`config.mk`:
```
export PLATFORM = sky130hd
export DESIGN_NAME = pipe_control_unit
export DESIGN_NICKNAME = d
export VERILOG_FILES = /design/src/rtl/pipe_control_unit.sv
export SDC_FILE = /design/constraint.sdc
export NUM_CORES = 1
export LEC_CHECK = 0
export BUFFER_PORTS_ARGS = -buffer_cell sky130_fd_sc_hd__buf_2
export CORE_MARGIN = 2
export CORE_UTILIZATION = 45
export CTS_CLUSTER_DIAMETER = 150
export DETAILED_ROUTE_END_ITERATION = 10
export GPL_ROUTABILITY_DRIVEN = 0
export PLACE_DENSITY_LB_ADDON = 0.2
export SYNTH_ARGS = -nofsm -noshare
export SYNTH_HDL_FRONTEND = slang
export SYNTH_SLANG_ARGS = --single-unit
```
`constraint.sdc`:
```
create_clock -name clk -period 1.8 [get_ports clk]
set_input_delay 0.09 -clock clk [delete_from_list [all_inputs] [get_ports clk]]
set_output_delay 0.09 -clock clk [all_outputs]
set_load 0.02 [all_outputs]
```
`src/rtl/pipe_control_unit.sv`:
```
// pipe_control_unit: MIPS ID decode plus registered EX/MEM/WB control bundles.
// Also handles load-use and multiply-busy stalls and the branch/jump flush bubble.
module pipe_control_unit #(
  parameter int ALUOP_W     = 4,
  parameter int REG_W       = 5,
  parameter int MULT_CYCLES = 4
) (
  input  logic               clk,
  input  logic               reset,
  input  logic               id_valid,
  input  logic [5:0]         id_op,
  input  logic [5:0]         id_funct,
  input  logic [REG_W-1:0]   id_rs,
  input  logic [REG_W-1:0]   id_rt,
  input  logic [REG_W-1:0]   id_rd,
  input  logic               flush,
  output logic               id_jr,
  output logic               id_jal,
  output logic               id_jump,
  output logic               id_beq,
  output logic               id_bne,
  output logic               hazard_stall,
  output logic               mult_busy,
  output logic               illegal_op,
  output logic               ex_reg_dst,
  output logic               ex_alu_src,
  output logic [ALUOP_W-1:0] ex_alu_op,
  output logic               mem_read,
  output logic               mem_write,
  output logic               wb_mem_to_reg,
  output logic               wb_reg_write,
  output logic [REG_W-1:0]   ex_dest,
  output logic [REG_W-1:0]   mem_dest,
  output logic [REG_W-1:0]   wb_dest
);
  typedef struct packed {
    logic               reg_dst;
    logic               alu_src;
    logic [ALUOP_W-1:0] alu_op;
    logic               mem_read;
    logic               mem_write;
    logic               mem_to_reg;
    logic               reg_write;
    logic               illegal;
    logic [REG_W-1:0]   dest;
  } ctrl_t;
  ctrl_t dec, ex_d, ex_q;
  logic [REG_W+3:0] mem_d, mem_q;
  logic [REG_W+1:0] wb_d, wb_q;
  logic [3:0] cnt_d, cnt_q;
  logic jr, jal, jump, beq, bne, use_rs, use_rt, is_mult, is_mfx;
  logic funct_ok, load_use, raw_stall, load, gate;
  assign funct_ok = id_funct inside {6'h08, 6'h10, 6'h12, 6'h18} || (id_funct >= 6'h20 && id_funct <= 6'h2B);
  always_comb begin
    dec = '0;
    {jr, jal, jump, beq, bne, is_mult, is_mfx, use_rt} = '0;
    use_rs = 1'b1;
    case (id_op)
      6'h00: if (funct_ok) begin
        dec.reg_dst = 1'b1;
        dec.alu_op = ALUOP_W'(7);
        dec.reg_write = id_funct != 6'h18;
        use_rt = 1'b1;
        jr = id_funct == 6'h08;
        jump = id_funct == 6'h08;
        is_mult = id_funct == 6'h18;
        is_mfx = id_funct == 6'h10 || id_funct == 6'h12;
      end else begin
        dec.illegal = 1'b1;
        use_rs = 1'b0;
      end
      6'h08, 6'h0C, 6'h0D, 6'h0F: begin
        dec.alu_src = 1'b1;
        dec.reg_write = 1'b1;
        dec.alu_op = ALUOP_W'(id_op == 6'h08 ? 4 : id_op == 6'h0C ? 5 : id_op == 6'h0D ? 6 : 3);
        use_rs = id_op != 6'h0F;
      end
      6'h04, 6'h05: begin
        dec.alu_op = ALUOP_W'(id_op[0] ? 9 : 8);
        beq = !id_op[0];
        bne = id_op[0];
        use_rt = 1'b1;
      end
      6'h23: begin
        dec.alu_op = ALUOP_W'(10);
        {dec.alu_src, dec.mem_to_reg, dec.reg_write, dec.mem_read} = 4'hF;
      end
      6'h2B: begin
        dec.alu_op = ALUOP_W'(11);
        {dec.alu_src, dec.mem_write} = 2'b11;
        use_rt = 1'b1;
      end
      6'h02, 6'h03: begin
        dec.alu_op = ALUOP_W'(id_op[0] ? 2 : 1);
        jump = 1'b1;
        jal = id_op[0];
        dec.reg_write = id_op[0];
        use_rs = 1'b0;
      end
      default: begin
        dec.illegal = 1'b1;
        use_rs = 1'b0;
      end
    endcase
    dec.dest = !dec.reg_write ? '0 : jal ? REG_W'(31) : dec.reg_dst ? id_rd : id_rt;
  end
  always_comb begin
    load_use = ex_q.mem_read && ex_q.dest != '0 && ((use_rs && id_rs == ex_q.dest) || (use_rt && id_rt == ex_q.dest));
    raw_stall = load_use || (mult_busy && (is_mult || is_mfx));
    hazard_stall = id_valid && raw_stall && !flush;
    load = id_valid && !flush && !hazard_stall;
    gate = id_valid && !hazard_stall;
    ex_d = load ? dec : '0;
    // counter keeps running through stalls and flushes; only an accepted MULT reloads it
    cnt_d = (load && is_mult) ? 4'(MULT_CYCLES) : mult_busy ? cnt_q - 4'd1 : 4'd0;
    mem_d = {ex_q.mem_read, ex_q.mem_write, ex_q.mem_to_reg, ex_q.reg_write, ex_q.dest};
    wb_d = mem_q[REG_W+1:0];
  end
  always_ff @(posedge clk or negedge reset)
    if (!reset) begin
      ex_q <= '0;
      mem_q <= '0;
      wb_q <= '0;
      cnt_q <= '0;
    end else begin
      ex_q <= ex_d;
      mem_q <= mem_d;
      wb_q <= wb_d;
      cnt_q <= cnt_d;
    end
  assign mult_busy = cnt_q != 4'd0;
  assign {id_jr, id_jal, id_jump, id_beq, id_bne} = {5{gate}} & {jr, jal, jump, beq, bne};
  assign {ex_reg_dst, ex_alu_src, ex_alu_op, ex_dest, illegal_op} = {ex_q.reg_dst, ex_q.alu_src, ex_q.alu_op, ex_q.dest, ex_q.illegal};
  assign {mem_read, mem_write, mem_dest} = {mem_q[REG_W+3:REG_W+2], mem_q[REG_W-1:0]};
  assign {wb_mem_to_reg, wb_reg_write, wb_dest} = wb_q;
endmodule
```
== Word level (Yosys, flattened, before mapping) ==
Cells that the tools add are included.
W data, S select, Z words.
Storage, ports and cells
  register bits: 36
  bits of input ports: 31
  output and inout port bits: 33
  logic and storage cells: 100
Operators by class
  add/subtract/negate cells: 1
  order comparisons: 2
  eq/ne operators: 18
  mux-type cells: 34
  bitwise gates (word level): 1
  reductions and logical operators: 32
Operator list (count)
  $eq A6 B4 Y1 const B: 5
  $pmux W4 S6: 1
  $eq A6 B5 Y1 const B: 3
  $mux W1: 17
  $mux W16: 1
  $mux W5: 3
  $eq A6 B2 Y1 const B: 2
  $eq A6 B3 Y1 const B: 2
  $eq A6 B6 Y1 const B: 2
  $logic_and A1 B1 Y1: 12
  $mux W3: 4
  $eq A5 B5 Y1: 2
  $reduce_or A10 Y1: 1
  $mux W4: 2
  $reduce_bool A4 Y1: 2
  $reduce_or A4 Y1: 2
  $ge A6 B6 Y1 const B: 1
  $le A6 B6 Y1 const B: 1
  $logic_not A6 Y1: 1
  $ne A6 B4 Y1 const B: 1
  $ne A6 B5 Y1 const B: 1
  $pmux W1 S2: 3
  $pmux W1 S3: 2
  $reduce_or A6 Y1: 1
  other kinds (9): 16

== Logic depth before layout (Yosys ltp) ==
  depth in word-level cells: 15
  depth in mapped cells: 8
  gate-level depth less buffers: 8

== Worst setup path before layout ==
No wires, ideal clock.
  kind: register to output
  start: reg ex_q, in the netlist ex_dest[0]
  end: out id_jr
  arrival time: 1.982 ns
  setup slack: -0.272 ns
  cell stages (with the launch flop): 7
  path buffers: 0
  cells stage by stage: dfrtp_1 -> or4_1 -> o21ai_1 -> nor4_1 -> o21ai_2 -> a21oi_1 -> nor3b_1
On the way
  word-level cells in the longest chain between the ends: 10
Ends and longest elaborated chain
  from (decl): line 47  | ctrl_t dec, ex_d, ex_q;
  from (signal assigned): line 121  | ex_q <= '0;
  from (signal assigned): line 126  | ex_q <= ex_d;
  $eq A5 B5 Y1: line 108  | load_use = ex_q.mem_read && ex_q.dest != '0 && ((use_rs && id_rs == ex_q.dest) || (use_rt && id_rt == ex_q.des ...
  $logic_and A1 B1 Y1: line 108
  $logic_or A1 B1 Y1: line 108
  $logic_and A1 B1 Y1 *: line 108
  $logic_or A1 B1 Y1 *: line 109  | raw_stall = load_use || (mult_busy && (is_mult || is_mfx));
  $logic_and A1 B1 Y1 * (2 in a row): line 110  | hazard_stall = id_valid && raw_stall && !flush;
  $logic_not A1 Y1 *: line 112  | gate = id_valid && !hazard_stall;
  $logic_and A1 B1 Y1 *: line 112
  $and A5 B5 Y5 *: line 132  | assign {id_jr, id_jal, id_jump, id_beq, id_bne} = {5{gate}} & {jr, jal, jump, beq, bne};
  to (decl): line 17  | output logic id_jr,
Mark *: on every way between the ends. The rest lies on a longest branch, timed or not.

== Worst setup path after layout ==
  start: reg ex_q, in the netlist ex_dest[2]
  end: out id_jr
The elaborated chain is that of the path after synthesis.

==> flow_metrics.env <==
export IMPL_status="complete, but fails checks"
export IMPL_power_density_nw_per_um2=721
export IMPL_synth_ff_latch_count=34
export IMPL_dieArea_um2=4560
export IMPL_insertion_delay_ps=280
export IMPL_synthCells=186
export IMPL_endpoint="id_jr"
export IMPL_grt_usage_pct=19.5
export IMPL_synth_mux_area_fraction_pct=0.551
export IMPL_first_pass_iters=4
export IMPL_violations="setup timing"
export IMPL_cpMaxStageDelayCell="or4_4"
export IMPL_critPathBufInv=1
export IMPL_fin_worst_skew_ps=4.41
export IMPL_reg2reg_to="ex_dest[0]"
export IMPL_synth_cell_types=43
export IMPL_fin_util_pct=64.3
export IMPL_dp_cells=300
export IMPL_cts_sinks=34
export IMPL_synth_simple_area_share_pct=23.1
export IMPL_area_growth_pct=39.4
export IMPL_maxCapViolCount=0
export IMPL_fillers=338
export IMPL_worst_pin_slew_ps=705
export IMPL_drc=0
export IMPL_fin_cells=314
export IMPL_portBuffers=63
export IMPL_leakage_nw=1.27
export IMPL_min_period_ps=2120
export IMPL_synth_compound_area_share_pct=13.7
export IMPL_r2r_start="ex_dest[2]"
export IMPL_final_common_cell="buf_2"
export IMPL_drive_gt1_share_pct=49.2
export IMPL_grt_overflow=0
export IMPL_yosysWarnings=0
export IMPL_dp_hpwl_mm=3.12
export IMPL_antenna_found_initial=0
export IMPL_cp_depth=7
export IMPL_irDropWorstVdd_v=0.000379
export IMPL_place_ws_ps=-136
export IMPL_slew_violations=0
export IMPL_period_share_pct=118
export IMPL_die_y_um=67.6
export IMPL_cts_root_buf="clkbuf_8"
export IMPL_final_hold_viol_count=0
export IMPL_syn_nets=218
export IMPL_finalWorstSetupSlack_ps=-320
export IMPL_ys_flop_type="dfrtp_1"
export IMPL_num_vias=1581
export IMPL_synth_top_family_by_area="simple AND/OR/NAND/NOR gates"
export IMPL_worst_hold_slack_ps=46.8
export IMPL_grt_pass1_vias=1465
export IMPL_power_total_w=0.00183
export IMPL_insertedDiodeCount=0
export IMPL_synth_edf_count=0
export IMPL_rsz0062_at_grt="true"
export IMPL_crit_path_end_kind="output pin"
export IMPL_critical_path_required_ps=1710
export IMPL_placementRows=23
export IMPL_grt_max_degree=35
export IMPL_drtAntennaViolNets=0
export IMPL_synth_seq_area_share_pct=46.8
export IMPL_cp_arrival_ps=2030
export IMPL_mostFrequentLayoutCells="buf_2 (60), dfrtp_1 (34), buf_4 (29), inv_1 (10), nor2_1 (10)"
export IMPL_worstHoldPathType="input port to flop"
export IMPL_ios=64
export IMPL_grt_first_pass_wirelength_mm=6.53
export IMPL_clock_path_buffers=2
export IMPL_wl_per_cell_um=13.5
export IMPL_async_reset_ff_share_pct=100
export IMPL_start_kind="flop"
export IMPL_initial_utilization_pct=46.1
export IMPL_synth_xor_xnor_area_share_pct=5.30
export IMPL_routed_wl_mm=4.23
export IMPL_crit_fanout=4
export IMPL_worstSetupPathType="flop to output pin"
export IMPL_path_cells="or4_4, o21ai_4, nor4_2, o21ai_2, a21oi_4, nor3b_2, buf_4"
export IMPL_synth_area_um2=1820
export IMPL_coreArea_um2=3940
export IMPL_r2r_slack_ps=-260
export IMPL_viasPerCell=5.04
export IMPL_max_freq_mhz=472
export IMPL_worstRegToRegCells=9
export IMPL_critPathLaunch="ex_dest[2]"
export IMPL_synth_fa_ha_area_share_pct=0.688
export IMPL_tritoncts="built"
export IMPL_cts_clk_slew_worst_paths_ps=60
export IMPL_numCtsBuffers=5
export IMPL_slowest_delay_ps=550
export IMPL_dieWidth_um=67.6
export IMPL_relSlewSlack_pct=53.0
export IMPL_critical_path_top_delay_family="simple AND/OR/NAND/NOR gates"
export IMPL_setup_viol=21
export IMPL_h_tree_depth=2
export IMPL_layout_nets=295
export IMPL_avgSynthCellArea_um2=9.77
export IMPL_drt_iter0_drc=65
-- registers in the layout, indices dropped and copies added (netlist names) --
signal	count
ex_reg_dst	1
ex_q	3
wb_q	7
ex_dest	5
ex_alu_src	1
cnt_q	4
illegal_op	1
mem_q	8
ex_alu_op	4
-- metal layers --
| metal | vias up | part of all wire, % | global-route usage [%] |
|---|---|---|---|
| li1 | 787 | - | - |
| met1 | 728 | 41 | 23.5 |
| met2 | 56 | 50 | 32.0 |
| met3 | 10 | 6.2 | 4.17 |
| met4 | 0 | 3.2 | 11.5 |
| met5 | - | 0 | 0 |
-- layout make-up --
class,count,area (µm²),share of cell area (%)
clock buffer,7,86.3,3.41
sequential,34,851,33.6
timing repair buffer,91,548,21.6
multi-input combinational,121,945,37.3
inverter,10,37.5,1.48
clock inverter,1,5.00,0.197
tap,50,62.6,2.47
-- how the worst min path moves through the flow --
stage | startpoint | endpoint | slack, ps | cells after the start
floorplan | reset | cnt_q[0] | -210 | 0
global placement | reset | wb_q[3] | 180 | 1
detailed placement | reset | wb_q[6] | 180 | 1
CTS | id_rd[4] | ex_dest[4] | 50 | 3
global route | id_rd[4] | ex_dest[4] | 70 | 3
finish | id_rd[4] | ex_dest[4] | 50 | 3
-- logic make-up (layout without fill, tap and decap cells) --
group / after synthesis / in the layout
simple gates: 70 / 70
compound gates: 38 / 38
flops: 34 / 34
buf+inv: 31 / 109
xor+xnor: 11 / 11
fa+ha+maj: 1 / 1
mux: 1 / 1
-- timing repair --
action,CTS,global route
setup endpoints to repair,19,21
resized for setup,19,7
pin swaps,6,7
hold buffers,1,0
hold endpoints to repair,34,0
setup buffers,3,2
-- power by group --
group | switching (W) | internal (W)
clock network | 0.000245 | 0.000308
registers | 0.0000293 | 0.000816
logic | 0.000232 | 0.000198
-- synthesized netlist by cell type, types with 2 or more instances --
cell,number,share of area [%]
dfrtp_1,34,47
buf_4,14,5.8
nor2_1,14,2.9
inv_1,10,2.1
nand3_1,10,2.8
and2_1,9,3.1
a21oi_1,8,2.2
xnor2_1,7,3.4
a211oi_1,6,2.5
nand2_1,6,1.2
nor2b_1,6,2.1
o21ai_0,6,1.7
a21o_1,4,1.7
nor3_1,4,1.1
xor2_1,4,1.9
a31oi_1,3,1.0
buf_2,3,0.83
clkbuf_1,3,0.62
nand4_1,3,1.0
nand4b_1,3,1.4
a21boi_0,2,0.83
nor3b_1,2,0.83
nor4_1,2,0.69
nor4_2,2,1.4
o21ai_1,2,0.55
o21ai_2,2,0.96
-- per-stage QoR --
| step | setup TNS, ps | cell area [µm²] |
|---|---|---|
| after floorplan | -64.9 | 1840 |
| after global placement | -487 | 2240 |
| after detailed placement | -1290 | 2240 |
| after CTS | -4600 | 2470 |
| after global routing | -6310 | 2530 |
| final | -4980 | 2530 |
-- worst min-delay path, delay by kind of cell --
kind / cells / cell delay, ps
and+or+nand+nor: 1 / 60
buffers and inverters: 1 / 80
AOI/OAI and AO/OA: 1 / 60
Note: power is estimated with default switching activity, not from simulation.
